==> config.mk <==
export PLATFORM = sky130hd
export DESIGN_NAME = mem_stage_flat
export DESIGN_NICKNAME = d
export VERILOG_FILES = /design/src/rtl/mem_pkg.sv /design/src/rtl/mem_stage_if.sv /design/src/rtl/mem_load_align.sv /design/src/rtl/mem_stage.sv /design/src/flat_wrapper.sv
export SDC_FILE = /design/constraint.sdc
export NUM_CORES = 1
export LEC_CHECK = 0
export ABC_CLOCK_PERIOD_IN_PS = 5600
export BUFFER_PORTS_ARGS = -buffer_cell sky130_fd_sc_hd__buf_2
export CAP_MARGIN = 15
export CELL_PAD_IN_SITES_DETAIL_PLACEMENT = 1
export CELL_PAD_IN_SITES_GLOBAL_PLACEMENT = 1
export CORE_MARGIN = 2
export CORE_UTILIZATION = 25
export DETAILED_ROUTE_END_ITERATION = 16
export PLACE_DENSITY_LB_ADDON = 0.15
export SLEW_MARGIN = 20
export SYNTH_ARGS = -nofsm -noshare
export SYNTH_HDL_FRONTEND = slang
export SYNTH_SLANG_ARGS = --single-unit
==> constraint.sdc <==
create_clock -name clk -period 5.6 [get_ports clk]
set_input_delay 0.28 -clock clk [delete_from_list [all_inputs] [get_ports clk]]
set_output_delay 0.28 -clock clk [all_outputs]
set_load 0.02 [all_outputs]
==> src/rtl/mem_pkg.sv <==
// Shared encodings for the memory-access stage: control-word bits, access sizes,
// exception vectors, FSM states and the MEM/WB register layout.
package mem_pkg;
  localparam int CTL_BUBBLE   = 0;
  localparam int CTL_REGWRITE = 1;
  localparam int CTL_MEMREAD  = 2;
  localparam int CTL_MEMWRITE = 3;
  localparam int CTL_SIZE_LO  = 4;
  localparam int CTL_UNSIGNED = 6;
  localparam int CTL_MEMTOREG = 7;

  localparam logic [1:0] SIZE_WORD = 2'b00;
  localparam logic [1:0] SIZE_HALF = 2'b01;
  localparam logic [1:0] SIZE_BYTE = 2'b10;

  localparam logic [4:0] EXC_LOAD_MISALIGN  = 5'd4;
  localparam logic [4:0] EXC_STORE_MISALIGN = 5'd5;

  localparam logic [7:0] BUBBLE_CTRL = 8'h01;

  typedef enum logic {IDLE = 1'b0, BUSY = 1'b1} state_e;

  typedef struct packed {
    logic [7:0]  ctrl;
    logic [31:0] data;
    logic [4:0]  regdst;
    logic [4:0]  vector;
    logic [31:0] pc;
  } memwb_t;

  localparam memwb_t MEMWB_BUBBLE = '{BUBBLE_CTRL, 32'h0, 5'h0, 5'h0, 32'h0};
endpackage

==> src/rtl/mem_stage_if.sv <==
// Data-memory req/ack bus between the MEM stage (master) and data memory (slave).
interface mem_stage_if;
  logic        req;
  logic        we;
  logic [31:0] addr;
  logic [31:0] wdata;
  logic [3:0]  be;
  logic        ack;
  logic [31:0] rdata;

  modport master (output req, we, addr, wdata, be, input ack, rdata);
  modport slave  (input req, we, addr, wdata, be, output ack, rdata);
endinterface

==> src/rtl/mem_load_align.sv <==
// Little-endian load lane select plus sign/zero extension.
module mem_load_align
  import mem_pkg::*;
(
  input  logic [31:0] rdata,
  input  logic [1:0]  addr,
  input  logic [1:0]  size,
  input  logic        zext,
  output logic [31:0] data
);
  logic [7:0]  b;
  logic [15:0] h;

  always_comb begin
    case (addr)
      2'd0:    b = rdata[7:0];
      2'd1:    b = rdata[15:8];
      2'd2:    b = rdata[23:16];
      default: b = rdata[31:24];
    endcase
    h = addr[1] ? rdata[31:16] : rdata[15:0];
    case (size)
      SIZE_BYTE: data = {{24{~zext & b[7]}}, b};
      SIZE_HALF: data = {{16{~zext & h[15]}}, h};
      default:   data = rdata;
    endcase
  end
endmodule

==> src/rtl/mem_stage.sv <==
// MEM pipeline stage: issues data-memory accesses, stalls upstream until ack,
// flags misaligned accesses and holds the MEM/WB pipeline register.
module mem_stage
  import mem_pkg::*;
(
  input  logic        clk,
  input  logic        reset,
  input  logic [7:0]  control_in,
  input  logic [31:0] alu_in,
  input  logic [31:0] sw_in,
  input  logic [4:0]  regdst_in,
  input  logic [4:0]  vector_ex_in,
  input  logic [31:0] pc_in,
  input  logic        mem_flush,
  output logic        mem_stall,
  mem_stage_if.master dmem,
  output logic [7:0]  control_out,
  output logic [31:0] data_out,
  output logic [4:0]  regdst_out,
  output logic [4:0]  vector_out,
  output logic [31:0] pc_out
);
  state_e      state;
  logic        kill;
  logic        req_q, we_q;
  logic [31:0] addr_q, wdata_q;
  logic [3:0]  be_q;
  memwb_t      wb, wb_nxt, instr;

  logic [1:0]  size;
  logic        is_mem, live, misaligned, mem_op;
  logic [4:0]  vec;
  logic [31:0] wdata_nxt, load_data;
  logic [3:0]  be_nxt;

  assign size       = control_in[CTL_SIZE_LO +: 2];
  assign is_mem     = control_in[CTL_MEMREAD] | control_in[CTL_MEMWRITE];
  assign live       = ~control_in[CTL_BUBBLE];
  assign misaligned = is_mem && ((size == SIZE_HALF && alu_in[0]) ||
                                 (size == SIZE_WORD && alu_in[1:0] != 2'b00));
  assign mem_op     = live && is_mem && vector_ex_in == 5'd0 && !misaligned && !mem_flush;
  // Deliberately independent of rdata so the stall path stays short.
  assign mem_stall  = (state == IDLE && mem_op) || (state == BUSY && !dmem.ack);

  // Upstream vectors win; a load+store word flags as a load.
  assign vec = (vector_ex_in != 5'd0) ? vector_ex_in :
               !misaligned            ? 5'd0 :
               control_in[CTL_MEMREAD] ? EXC_LOAD_MISALIGN : EXC_STORE_MISALIGN;

  always_comb begin
    case (size)
      SIZE_BYTE: begin
        wdata_nxt = {4{sw_in[7:0]}};
        be_nxt    = 4'b0001 << alu_in[1:0];
      end
      SIZE_HALF: begin
        wdata_nxt = {2{sw_in[15:0]}};
        be_nxt    = alu_in[1] ? 4'b1100 : 4'b0011;
      end
      default: begin
        wdata_nxt = sw_in;
        be_nxt    = 4'b1111;
      end
    endcase
  end

  mem_load_align u_align (
    .rdata (dmem.rdata),
    .addr  (alu_in[1:0]),
    .size  (size),
    .zext  (control_in[CTL_UNSIGNED]),
    .data  (load_data)
  );

  always_comb begin
    instr = '{control_in, alu_in, regdst_in, vec, pc_in};
    // Load data only exists on the ack cycle of a real access.
    if (state == BUSY && control_in[CTL_MEMTOREG]) instr.data = load_data;
    wb_nxt = wb;
    if (state == IDLE) begin
      wb_nxt = (mem_op || mem_flush || !live) ? MEMWB_BUBBLE : instr;
    end else if (dmem.ack) begin
      wb_nxt = (kill || mem_flush) ? MEMWB_BUBBLE : instr;
    end
  end

  always_ff @(posedge clk or negedge reset) begin
    if (!reset) begin
      state   <= IDLE;
      kill    <= 1'b0;
      req_q   <= 1'b0;
      we_q    <= 1'b0;
      addr_q  <= 32'h0;
      wdata_q <= 32'h0;
      be_q    <= 4'h0;
      wb      <= MEMWB_BUBBLE;
    end else begin
      wb <= wb_nxt;
      if (state == IDLE) begin
        if (mem_op) begin
          state   <= BUSY;
          req_q   <= 1'b1;
          we_q    <= control_in[CTL_MEMWRITE];
          addr_q  <= {alu_in[31:2], 2'b00};
          wdata_q <= wdata_nxt;
          be_q    <= be_nxt;
          kill    <= 1'b0;
        end
      end else if (dmem.ack) begin
        state <= IDLE;
        req_q <= 1'b0;
        kill  <= 1'b0;
      end else if (mem_flush) begin
        kill <= 1'b1;
      end
    end
  end

  assign dmem.req    = req_q;
  assign dmem.we     = we_q;
  assign dmem.addr   = addr_q;
  assign dmem.wdata  = wdata_q;
  assign dmem.be     = be_q;

  assign control_out = wb.ctrl;
  assign data_out    = wb.data;
  assign regdst_out  = wb.regdst;
  assign vector_out  = wb.vector;
  assign pc_out      = wb.pc;
endmodule

==> src/flat_wrapper.sv <==
// flat-port wrapper written by rule: the top's interface ports become plain ports
module mem_stage_flat import mem_pkg::*;
  (clk, reset, control_in, alu_in, sw_in, regdst_in, vector_ex_in, pc_in, mem_flush, mem_stall, control_out, data_out, regdst_out, vector_out, pc_out, dmem_req, dmem_we, dmem_addr, dmem_wdata, dmem_be, dmem_ack, dmem_rdata);
  mem_stage_if dmem_i ();
  input  logic clk;
  input  logic reset;
  input  logic [7:0] control_in;
  input  logic [31:0] alu_in;
  input  logic [31:0] sw_in;
  input  logic [4:0] regdst_in;
  input  logic [4:0] vector_ex_in;
  input  logic [31:0] pc_in;
  input  logic mem_flush;
  output logic mem_stall;
  output logic [7:0] control_out;
  output logic [31:0] data_out;
  output logic [4:0] regdst_out;
  output logic [4:0] vector_out;
  output logic [31:0] pc_out;
  output wire logic [$bits(dmem_i.req)-1:0] dmem_req;
  output wire logic [$bits(dmem_i.we)-1:0] dmem_we;
  output wire logic [$bits(dmem_i.addr)-1:0] dmem_addr;
  output wire logic [$bits(dmem_i.wdata)-1:0] dmem_wdata;
  output wire logic [$bits(dmem_i.be)-1:0] dmem_be;
  input wire logic [$bits(dmem_i.ack)-1:0] dmem_ack;
  input wire logic [$bits(dmem_i.rdata)-1:0] dmem_rdata;
  assign dmem_req = dmem_i.req;
  assign dmem_we = dmem_i.we;
  assign dmem_addr = dmem_i.addr;
  assign dmem_wdata = dmem_i.wdata;
  assign dmem_be = dmem_i.be;
  assign dmem_i.ack = dmem_ack;
  assign dmem_i.rdata = dmem_rdata;
  mem_stage u_core (.clk(clk), .reset(reset), .control_in(control_in), .alu_in(alu_in), .sw_in(sw_in), .regdst_in(regdst_in), .vector_ex_in(vector_ex_in), .pc_in(pc_in), .mem_flush(mem_flush), .mem_stall(mem_stall), .dmem(dmem_i), .control_out(control_out), .data_out(data_out), .regdst_out(regdst_out), .vector_out(vector_out), .pc_out(pc_out));
endmodule
==> results.py <==
metrics = {
    "timing": {
        "final_max_slew_viol_count": 0,
        "fin_skew_ns": 0.01175,
        "max_slew_margin_pct": 33.21,
        "worst_slack_ns": 2.656,
        "rsz0062_at_grt": "no",
        "setup_viol": 0,
        "fin_crit_ns": 2.944,
        "fmax_mhz": 339.7,
        "hold_viol": 0,
        "min_period_over_period_pct": 52.57,
        "hold_ws_ns": 0.06804,
        "tightest_slew_ns": 1.002,
        "tns_ns": 0,
    },
    "run": {
        "drv_cap": 0,
    },
    "synthesis": {
        "synth_area_per_cell_um2": 11.72,
        "seq_area_frac_synth_pct": 52.29,
        "ys_async_sr_fraction_pct": 100.0,
        "synth-edff-count": 0,
        "synth_cells": 621,
        "syn_area_um2": 7277,
        "ys_warn_count": 0,
        "synth_seq_cells": 152,
        "netlist-cell-type-count": 52,
        "synth_top_area_share_pct": 51.93,
        "yosys.area.top_type": "dfrtp_1",
        "synth_area_leaders": "dfrtp_1 52%, mux2_1 10%, a22o_1 7.6%, nand2_1 2.2%, o221ai_1 2.0%",
        "synth_top_flop_cell": "dfrtp_1",
    },
    "clocking": {
        "cts-root-buf": "clkbuf_16",
        "cts_made_buffers": 17,
        "clk_pin_slew_worst_paths_ns": 0.07,
        "cts_tree": "yes",
        "clkSinkCount": 152,
        "htreeDepth": 4,
        "clockBufferDepth": 2,
        "clk_latency_ns": 0.43,
        "post_cts_buffers": 0,
    },
    "critical_path": {
        "critPathCaptureType": "primary output",
        "cp.arrival_ns": 2.66,
        "crit_required_ns": 5.32,
        "crit_type": "input pin to primary output",
        "crit_path_start_kind": "input pin",
        "critPathMaxFanout": 37,
    },
    "drt": {
        "wl_per_cell_um": 21.46,
        "viasPerCell": 4.871,
        "routed_wl_mm": 27.75,
        "antenna_left": 0,
        "drc": 0,
        "first_iter_violations": 260,
        "drt_first_pass_iters": 4,
        "routed-via-count": 6298,
    },
    "floorplan": {
        "die_h_um": 174.6,
        "die_area_um2": 30490,
        "core_region_area_um2": 28700,
        "die_x_um": 174.6,
        "rows": 62,
        "io_pins": 303,
        "start_util_pct": 25.35,
    },
    "placement": {
        "dp.final_hpwl_mm": 20.32,
        "pre_cts_ws_ns": 2.627,
        "portBuffers": 300,
        "place.gp.congestion": 0.7368,
    },
    "grt": {
        "antenna_found_initial": 2,
        "grt_usage_pct": 18.11,
        "overflow": 0,
        "grt_pass1_wl_mm": 42.21,
        "grt_pass1_vias": 6518,
        "grt_max_degree": 86,
    },
    "power": {
        "irDropWorstVdd_mv": 0.1809,
        "p_leak_nw": 4.990,
        "p_per_area_nw_per_um2": 294.4,
    },
    "status": {
        "status": "finished clean",
    },
    "worst_hold_path": {
        "hp-class": "input pin to flip-flop",
    },
    "final_layout": {
        "area_growth_pct": 32.98,
        "drive_gt1_share_pct": 40.20,
        "nets": 1048,
    },
}
worst paths after layout:
| path | end | cells past startpoint | startpoint | slack (ns) |
|---|---|---|---|---|
| worst max-delay path | mem_stall | 11 | control_in[5] | 2.66 |
| worst min-delay path | u_core.pc_out[29] | 2 | pc_in[29] | 0.07 |
| worst max register to register | u_core.vector_out[2] | 4 | u_core.state | 3.19 |
| worst min register to register | u_core.data_out[3] | 2 | u_core.data_out[3] | 0.47 |
| max in group asynchronous | u_core.data_out[18] | 3 | reset | 3.68 |
| min in group asynchronous | u_core.pc_out[6] | 2 | reset | 0.46 |
repair_timing:
| item | in CTS | in global routing |
|---|---|---|
| resized for setup | 0 | 0 |
| hold buffers | 1 | 0 |
| endpoints found under the hold margin | 83 | 0 |
through the flow:
| step | cells | area [um2] | total power, W | utilization [%] |
|---|---|---|---|---|
| 6_report | 1293 | 9677 | 0.002849 | 33.71 |
| 5_1_grt | 1292 | 9674 | 0.002979 | 33.71 |
| 4_1_cts | 1292 | 9674 | 0.002897 | 33.71 |
| 3_5_place_dp | 1259 | 9092 | 0.001733 | 31.68 |
| 3_3_place_gp | 1259 | 9092 | 0.001729 | 31.68 |
| 2_1_floorplan | 622 | 7281 | 0.001490 | - |
sequential cells by signal (all words and copies together) (netlist names):
signal,flops
u_core.vector_out,5
u_core.data_out,32
u_core.dmem.wdata,32
u_core.regdst_out,5
u_core.dmem.be,4
u_core.control_out,8
u_core.dmem.addr,30
u_core.state,1
u_core.kill,1
u_core.pc_out,32
u_core.dmem.we,1
u_core.dmem.req,1
area by class of cell:
cell class              count  area [um2]
clock buffers              18       439.2
repair buffers            314        1615
diodes                      1       2.502
fillers                  3270       19030
well taps                 384       480.5
multi-input cells         399        3161
flip-flops and latches    152        3805
inverters                  11       41.29
clock inverters            14       132.6
power breakdown:
part | total, W | switching, W | internal (W)
logic | 0.000492 | 0.000312 | 0.000180
clock network | 0.00115 | 0.000545 | 0.000600
registers | 0.00121 | 0.0000378 | 0.00117
worst max-delay path, cell delays in order:
cell and delay, ns:
buf_2 0.11, inv_1 0.09, ha_1 0.16, buf_4 0.28
a21oi_1 0.17, o311ai_4 0.28, buf_4 0.42, nor4_4 0.06
buf_4 0.28, or2_2 0.34, buf_2 0.16
layout by cell type (no fill, tap or decap), types with 12 or more instances in the layout:
master     synthesis  final
o31ai_1           15     15
buf_4              2     13
dfrtp_1          151    151
nor2_1            34     34
mux2_1            65     65
a221oi_1          14     14
buf_2              8    299
o221ai_1          17     17
clkbuf_16          0     17
a22o_1            63     63
o211ai_1          16     16
o21ai_0           12     12
a21oi_1           22     22
o2111ai_1         16     16
nand2_1           42     42
cells by family after synthesis:
logic type               count (synthesis)  synth area share (%)
AO/OA/AOI/OAI                          210                 23.14
flip-flops                             152                 52.29
other                                    1               0.05153
buffers and inverters                   71                 4.625
AND/OR/NAND/NOR                        104                 6.792
adder cells (fa/ha/maj)                  3                0.5159
multiplexers                            80                 12.59
layer usage:
layer	vias up	global-route usage (%)	wire length, um
met2	226	29.37	13000
met1	3135	24.52	12850
met3	20	4.091	1506
li1	2915	-	-
met4	2	4.618	391
met5	-	0	7
cells in the mapped netlist (2+ instances only):
| cell type | instances |
|---|---|
| buf_4 | 2 |
| dfrtp_1 | 151 |
| a221o_1 | 5 |
| o221ai_1 | 17 |
| mux2_1 | 65 |
| o31ai_1 | 15 |
| nand3_1 | 2 |
| buf_6 | 7 |
| nand2b_1 | 4 |
| ha_1 | 3 |
| a22o_1 | 63 |
| o211a_1 | 4 |
| o2111ai_1 | 16 |
| a221oi_1 | 14 |
| nor2_1 | 34 |
| o21ai_0 | 12 |
| o211ai_1 | 16 |
| a21o_1 | 2 |
| a211oi_1 | 4 |
| buf_2 | 8 |
| a21oi_1 | 22 |
| inv_1 | 10 |
| mux2_2 | 7 |
| a22oi_1 | 7 |
| mux2i_1 | 6 |
| nor2b_1 | 6 |
| clkbuf_1 | 39 |
| mux4_2 | 2 |
| buf_1 | 4 |
| nand2_1 | 42 |
| and2_1 | 5 |
| nor4_4 | 2 |
| o21bai_1 | 2 |
| nand3b_1 | 5 |
Note: power is estimated with default switching activity, not from simulation.
